===== src/rtl/rest_div8b4_if.sv =====
// Handshake and data bundle for the 8/4 restoring divider.
// Master drives the request; slave returns result and status.
interface rest_div8b4_if;
  logic       start;
  logic [7:0] dividend;
  logic [3:0] divisor;
  logic [7:0] quo;
  logic [3:0] rem;
  logic       busy;
  logic       done;
  logic       dbz;

  modport master (
    output start, dividend, divisor,
    input  quo, rem, busy, done, dbz
  );

  modport slave (
    input  start, dividend, divisor,
    output quo, rem, busy, done, dbz
  );
endinterface


===== src/rtl/rest_div8b4.sv =====
// Unsigned 8-by-4 restoring divider, one quotient bit per cycle.
// Divide-by-zero skips iteration and reports quo=FF, rem=0, dbz=1.
module rest_div8b4 (
  input logic          clk,
  input logic          rst,
  rest_div8b4_if.slave bus
);

  typedef enum logic [1:0] {
    IDLE,
    CALC,
    DONE
  } state_e;

  state_e     state_q, state_d;
  logic [2:0] cnt_q, cnt_d;
  logic [7:0] dvd_q, dvd_d;
  logic [3:0] dvs_q, dvs_d;
  logic [4:0] prem_q, prem_d;
  logic [7:0] qacc_q, qacc_d;
  logic [7:0] quo_q, quo_d;
  logic [3:0] rem_q, rem_d;
  logic       dbz_q, dbz_d;

  logic [5:0] sh;
  logic [5:0] diff;
  logic       ge;
  logic [4:0] np;
  logic       unused_bits;

  // partial remainder stays below the divisor, so bit 5 is always 0
  always_comb begin
    sh   = {prem_q, dvd_q[7]};
    diff = sh - {2'b00, dvs_q};
    ge   = (sh >= {2'b00, dvs_q});
    np   = ge ? diff[4:0] : sh[4:0];
  end

  assign unused_bits = ^{sh[5], diff[5]};

  always_comb begin
    state_d = state_q;
    cnt_d   = cnt_q;
    dvd_d   = dvd_q;
    dvs_d   = dvs_q;
    prem_d  = prem_q;
    qacc_d  = qacc_q;
    quo_d   = quo_q;
    rem_d   = rem_q;
    dbz_d   = dbz_q;
    unique case (state_q)
      IDLE: begin
        if (bus.start) begin
          dvd_d  = bus.dividend;
          dvs_d  = bus.divisor;
          dbz_d  = 1'b0;
          cnt_d  = 3'd0;
          prem_d = 5'd0;
          qacc_d = 8'd0;
          if (bus.divisor == 4'd0) begin
            quo_d   = 8'hFF;
            rem_d   = 4'h0;
            dbz_d   = 1'b1;
            state_d = DONE;
          end else begin
            state_d = CALC;
          end
        end
      end
      CALC: begin
        prem_d = np;
        qacc_d = {qacc_q[6:0], ge};
        dvd_d  = {dvd_q[6:0], 1'b0};
        cnt_d  = cnt_q + 3'd1;
        if (cnt_q == 3'd7) begin
          quo_d   = {qacc_q[6:0], ge};
          rem_d   = np[3:0];
          state_d = DONE;
        end
      end
      DONE: begin
        state_d = IDLE;
      end
      default: begin
        state_d = IDLE;
      end
    endcase
  end

  always_ff @(posedge clk) begin
    if (rst) begin
      state_q <= IDLE;
      cnt_q   <= 3'd0;
      dvd_q   <= 8'd0;
      dvs_q   <= 4'd0;
      prem_q  <= 5'd0;
      qacc_q  <= 8'd0;
      quo_q   <= 8'd0;
      rem_q   <= 4'd0;
      dbz_q   <= 1'b0;
    end else begin
      state_q <= state_d;
      cnt_q   <= cnt_d;
      dvd_q   <= dvd_d;
      dvs_q   <= dvs_d;
      prem_q  <= prem_d;
      qacc_q  <= qacc_d;
      quo_q   <= quo_d;
      rem_q   <= rem_d;
      dbz_q   <= dbz_d;
    end
  end

  assign bus.quo  = quo_q;
  assign bus.rem  = rem_q;
  assign bus.dbz  = dbz_q;
  assign bus.busy = (state_q == CALC);
  assign bus.done = (state_q == DONE);

endmodule


===== src/flat_wrapper.sv =====
// flat-port wrapper written by rule: the top's interface ports become plain ports
module rest_div8b4_flat 
  (clk, rst, bus_start, bus_dividend, bus_divisor, bus_quo, bus_rem, bus_busy, bus_done, bus_dbz);
  rest_div8b4_if bus_i ();
  input logic clk;
  input logic rst;
  input wire logic [$bits(bus_i.start)-1:0] bus_start;
  input wire logic [$bits(bus_i.dividend)-1:0] bus_dividend;
  input wire logic [$bits(bus_i.divisor)-1:0] bus_divisor;
  output wire logic [$bits(bus_i.quo)-1:0] bus_quo;
  output wire logic [$bits(bus_i.rem)-1:0] bus_rem;
  output wire logic [$bits(bus_i.busy)-1:0] bus_busy;
  output wire logic [$bits(bus_i.done)-1:0] bus_done;
  output wire logic [$bits(bus_i.dbz)-1:0] bus_dbz;
  assign bus_i.start = bus_start;
  assign bus_i.dividend = bus_dividend;
  assign bus_i.divisor = bus_divisor;
  assign bus_quo = bus_i.quo;
  assign bus_rem = bus_i.rem;
  assign bus_busy = bus_i.busy;
  assign bus_done = bus_i.done;
  assign bus_dbz = bus_i.dbz;
  rest_div8b4 u_core (.clk(clk), .rst(rst), .bus(bus_i));
endmodule

===== config.mk =====
export PLATFORM = sky130hd
export DESIGN_NAME = rest_div8b4_flat
export DESIGN_NICKNAME = d
export VERILOG_FILES = /design/src/rtl/rest_div8b4_if.sv /design/src/rtl/rest_div8b4.sv /design/src/flat_wrapper.sv
export SDC_FILE = /design/constraint.sdc
export NUM_CORES = 1
export LEC_CHECK = 0
export ABC_AREA = 1
export BUFFER_PORTS_ARGS = -buffer_cell sky130_fd_sc_hd__buf_4
export CORE_MARGIN = 5
export CORE_UTILIZATION = 42
export DETAILED_ROUTE_END_ITERATION = 6
export MAX_ROUTING_LAYER = met4
export SYNTH_ARGS = -nofsm -noshare
export SYNTH_HDL_FRONTEND = slang
export SYNTH_SLANG_ARGS = --single-unit

===== constraint.sdc =====
create_clock -name clk -period 1.7 [get_ports clk]
set_input_delay 0.51 -clock clk [delete_from_list [all_inputs] [get_ports clk]]
set_output_delay 0.51 -clock clk [all_outputs]
set_load 0.03 [all_outputs]

* Yosys cells after proc, flatten, opt, wreduce, memory -nomap -nowiden *
Index checks and enable logic that the tools add are counted.

word-level totals
  flip-flop bits (word level) = 42
  latch bits = 0
  memory bits (writable) = 0
  memory bits (read-only) = 0
  input port bits = 15
  output and inout bits = 15
  logic and storage cells = 47
  memories kept = 0

operators by class
  $add $sub $neg = 2
  $mul = 0
  div/mod/pow operators = 0
  $lt $le $gt $ge = 1
  equal/unequal tests = 6
  shift operators = 0
  mux-type cells = 22
  bitwise operators = 0
  reductions and logical operators = 7

operators by type and width
  operator                                                          number
  8-bit two-way mux                                                 4
  8-bit case mux with 2 select lines                                2
  7-bit case mux with 2 select lines                                1
  4-bit two-way mux                                                 3
  5-bit two-way mux                                                 2
  5-bit case mux with 2 select lines                                1
  4-bit case mux with 2 select lines                                1
  7-bit two-way mux                                                 1
  6-bit by 4-bit greater-or-equal comparator with 1-bit output      1
  2-bit two-way mux                                                 3
  3-bit case mux with 2 select lines                                1
  2-bit AND reduction                                               3
  5-bit by 4-bit subtractor with 5-bit output                       1
  4-bit zero test                                                   1
  2-bit by 1-bit != test with 1-bit output (second input constant)  2
  2-bit case mux with 2 select lines                                1
  4-bit AND reduction                                               1
  3-bit by 1-bit adder with 3-bit output (second input constant)    1
  3-bit == test (second input constant)                             1
  3-bit two-way mux                                                 1
  2-bit by 1-bit == test with 1-bit output (second input constant)  1
  2-bit == test (second input constant)                             1
  2-bit zero test                                                   1
  2-bit != test (second input constant)                             1
  other kinds (2)                                                   2

* Logic depth before layout (Yosys ltp) *
  depth in word-level cells = 4
  gate-level depth with buffers = 12
  mapped depth without buffers = 12

* Worst setup path after synthesis *
No wires, ideal clock.

  kind = flip-flop to flip-flop
  start = reg u_core.dvd_q[7]
  end = reg u_core.prem_q[1]
  setup time = 0.056 ns
  data arrival time = 1.703 ns
  required time = 1.644 ns
  setup slack = -0.058 ns
  cell stages (with the launch flop) = 13
  buffers on the path = 0
  clock period less this slack = 1.758 ns
  path through = dfxtp_1 > inv_1 > ha_1 > fa_1 > inv_1 > nand2_1 > nand2_1 > nand2_1 > a21oi_2 > nand2_1 > nand3_1 > nand2_1 > inv_1

between the ends
  word-level cells in the longest chain between the ends = 3
  elaborated cells on any way between the ends = 4
  classes of those cells = 1 x add/sub; 1 x order compare; 2 x mux

ends and longest elaborated chain
  element                                                                                                                      line                                  source
  from (decl)                                                                                                                  rest_div8b4.sv:17                     logic [7:0] dvd_q, dvd_d;
  from (signal assigned)                                                                                                       rest_div8b4.sv:104                    dvd_q <= dvd_d;
  5-bit by 4-bit subtractor with 5-bit output or 6-bit by 4-bit greater-or-equal comparator with 1-bit output (tied branches)  rest_div8b4.sv:34, rest_div8b4.sv:35
  5-bit two-way mux *                                                                                                          rest_div8b4.sv:36                     np = ge ? diff[4:0] : sh[4:0];
  5-bit case mux with 2 select lines *                                                                                         rest_div8b4.sv:51                     unique case (state_q)
  to (signal assigned)                                                                                                         rest_div8b4.sv:106                    prem_q <= prem_d;
  to (decl)                                                                                                                    rest_div8b4.sv:19                     logic [4:0] prem_q, prem_d;

Every way passes the cells marked *; elsewhere a longest branch is shown, timed or not.
A chain may end at the register's enable or synchronous reset.

* Final worst setup path *
  start = reg u_core.dvd_q[7]
  end = reg u_core.rem_q[1] (netlist: u_core.bus.rem[1])

between the ends
  word-level cells in the longest chain between the ends = 4
  elaborated cells on any way between the ends = 5
  classes of those cells = 1 x add/sub; 1 x order compare; 3 x mux

ends and longest elaborated chain
  element                                                                                                                      line                                  source
  5-bit by 4-bit subtractor with 5-bit output or 6-bit by 4-bit greater-or-equal comparator with 1-bit output (tied branches)  rest_div8b4.sv:34, rest_div8b4.sv:35
  5-bit two-way mux *                                                                                                          rest_div8b4.sv:36
  4-bit two-way mux *                                                                                                          rest_div8b4.sv:75                     if (cnt_q == 3'd7) begin
  4-bit case mux with 2 select lines *                                                                                         rest_div8b4.sv:51
  to (signal assigned)                                                                                                         rest_div8b4.sv:109                    rem_q <= rem_d;
  to (decl)                                                                                                                    rest_div8b4.sv:22                     logic [3:0] rem_q, rem_d;

Every way passes the cells marked *; elsewhere a longest branch is shown, timed or not. The select of a mux whose other input is x is not followed.

==> run metrics <==
DIE AREA 0.00592 sq mm; P_sw 0.000926 W; number of I/O pins 30; H-tree depth 2; synthesized area 0.00188 sq mm; Static Leak 1.15 nW; Layout Skew 6.11 ps; total number of yosys warnings 0; register clock-pin slew on the reported worst setup and hold paths 80 ps; Clock Latency Late Sink 300 ps; most used cell, CP nand2_1; Tot GR Track Use 15.1%; Pwr Density 1100 mW/mm^2; Root Driver clkbuf_8; setup ws final -62.8 ps; Setup Total Neg Slack -316 ps; cell taking the most area after synthesis dfxtp_1; core outline area 0.00435 sq mm; post-route antenna net violation count 0; Cell variety after synth 29; FMAX 567 MHz; share of layout cells above drive strength 1 28.6%; worst-case reg-to-reg path depth 12; Iter 0 DRT Violations 60; Worst Setup EP u_core.bus.rem[1]; vias 1661; routed vias/inst 4.86; clock sinks 42; Post-Synthesis Cells 249; Top FF cell, synth dfxtp_1; Core Rows 24; synth top area cells dfxtp_1, nand2_1, a21oi_1; required time of the critical path 1910 ps; drt wl/cell 12.1 um; sw frac 34.8%; first-pass GRT wire length 7130 um; fin util 55.4%; Crit-path slowest cell fa_2; R2R Path End u_core.bus.rem[1]; I/O Buffers 29; slew of the pin with the lowest slew margin 293 ps; sequential area share after synthesis 44.7%; failing checks negative setup slack; Critical Path Source u_core.dvd_q[7]; Data arrival, critical path 1970 ps; Initial Util 43.2%; clock power share 25.2%; fin crit share 104%; final hold vios 0; final setup violating endpoints 9; CP endpoint kind flop; CTS tree done; crit-path cells inv_2, ha_4, fa_2, inv_2, nand2_1, nand2_1, nand2_2, buf_4, nand4_1, nand3_2, nand2_1, inv_1; Die Width 76.9 um; vias in the first global route 1624; Mapped Nets 271; post-synth top area share 44.7%; Yosys reg bits 42; Setup WS pre-CTS -76.9 ps; 1st-pass router iterations 4; max-cap check violation count 0; Int Power 0.00173 W; worst rel slew slack 80.4%; GPL Wtd Cong 0.774; final antenna diode count 0; aggregate routed wire length 4130 um; P&R area growth vs syn 28.1%; initial antenna violation count 0; CTS max path bufs 2; critical path fanouts, max 6; Die H 76.9 um; share of total power in sequential cells 43.4%; dpl hpwl 2920 um; Gate power share 31.3%; Post-synth EDFFs 0; reg2reg start u_core.dvd_q[7]; Nets 311; Worst Hold Class reg2reg; Crit path largest cell delay 400 ps; CTS Buf Count 5; synthesized area per cell 7.56 sq um; outcome complete, but fails checks; Crit Path Class reg2reg; Worst R2R Setup Slack -60 ps; Tmin final 1760 ps; Hold WS 457 ps; Worst VDD drop 0.459 mV; largest net degree at the start of global routing 24; Worst setup SP type flop; DRC 0; grt total ovfl 0; filler instances 420; Async SR Flop Fraction 0%; RSZ-0062 raised after global routing true; max-slew violation count 0
## cell type report
cell class | instances | area, sq um | area share (%)
clock inverter | 3 | 25.0 | 1.04
timing repair buffer | 44 | 355 | 14.7
inverter | 26 | 108 | 4.46
clock buffer | 5 | 68.8 | 2.85
tap | 52 | 65.1 | 2.70
multi-input combinational | 170 | 946 | 39.2
sequential | 42 | 843 | 35.0
## timing repair
| action | 4_1_cts | 5_1_grt |
|---|---|---|
| buffers inserted | 0 | 1 |
| hold buffers | 0 | 0 |
| endpoints found under the setup margin | 11 | 12 |
| pin swaps | 0 | 9 |
| resized for setup | 3 | 20 |
## how the worst min path moves through the flow
stage                     start          endpoint  slack [ps]  depth (start not counted)
2_1_floorplan   u_core.cnt_q[0]   u_core.cnt_q[0]         430                          1
3_3_place_gp   u_core.prem_q[4]  u_core.prem_q[4]         450                          2
3_5_place_dp    u_core.dvs_q[3]   u_core.dvs_q[3]         450                          2
4_1_cts         u_core.dvs_q[3]   u_core.dvs_q[3]         460                          2
5_1_grt         bus_dividend[6]   u_core.dvd_q[6]         470                          3
6_report        u_core.dvs_q[3]   u_core.dvs_q[3]         460                          2
## registers in the layout, summed over array words and instances (netlist names)
register,flops
u_core.cnt_q,3
u_core.dvs_q,4
u_core.state_q,2
u_core.prem_q,5
u_core.bus.dbz,1
u_core.bus.quo,8
u_core.qacc_q,7
u_core.bus.rem,4
u_core.dvd_q,8
## cells in the final DEF (no fill, tap or decap), types with 2 or more instances in the layout
cell      Yosys  layout
buf_4         1      42
nand2_2       2       7
inv_2         1       3
o21ai_1       9       9
ha_1          6       5
inv_1        23      21
o21ai_0      12      12
nor3_1        6       6
dfxtp_1      42      40
a31oi_1       7       7
nand4_1       4       4
a21oi_1      27      26
clkbuf_8      0       5
nand3_2       0       8
nand2_1      52      47
dfxtp_2       0       2
nor2_4        2       2
nor2_1       25      25
buf_12        0       2
## synthesized netlist by cell type, types with 2 or more instances
| cell | number |
|---|---|
| a21oi_1 | 27 |
| a31oi_1 | 7 |
| buf_2 | 3 |
| buf_6 | 3 |
| clkbuf_1 | 4 |
| dfxtp_1 | 42 |
| ha_1 | 6 |
| inv_1 | 23 |
| inv_4 | 2 |
| nand2_1 | 52 |
| nand2_2 | 2 |
| nand3_1 | 9 |
| nand4_1 | 4 |
| nor2_1 | 25 |
| nor2_4 | 2 |
| nor3_1 | 6 |
| o21ai_0 | 12 |
| o21ai_1 | 9 |
## power by group through the flow
stage / sequential, W / clock, W / combinational (W)
finish: 0.00115 / 0.000671 / 0.000833
global placement: 0.00117 / 0 / 0.000778
floorplan: 0.00124 / 0 / 0.000458
global route: 0.00117 / 0.000731 / 0.000932
CTS: 0.00115 / 0.000688 / 0.000792
detailed placement: 0.00117 / 0 / 0.000777
## critical path, delay by kind of cell, from the launching register on
family,cells,cell delay (ps)
adders and majority gates,2,550
buffers and inverters,4,300
DFF,1,340
and+or+nand+nor,6,500
## routing by layer
layer | share of wire (%) | track usage [%] | wire length, um | vias to the layer above
li1 | - | - | - | 893
met1 | 49 | 18.8 | 2040 | 736
met2 | 45 | 22.9 | 1860 | 27
met3 | 4.5 | 4.80 | 184 | 5
met4 | 1.1 | 5.24 | 45 | 0
met5 | 0 | - | 0 | -
## through the flow
step	std cells	instance area, sq um	power [W]
2_1_floorplan	249	1880	0.00170
3_3_place_gp	333	2230	0.00195
3_5_place_dp	333	2230	0.00195
4_1_cts	341	2330	0.00263
5_1_grt	342	2410	0.00283
6_report	342	2410	0.00266
## cell families after synthesis
| family | share of synthesized area (%) |
|---|---|
| buffers and inverters | 9.24 |
| and+or+nand+nor | 24.5 |
| adders and majority gates | 5.05 |
| AOI/OAI and AO/OA | 15.6 |
| xor gates and xnor gates | 0.931 |
| DFF | 44.7 |
(Power assumes the default switching activity.)
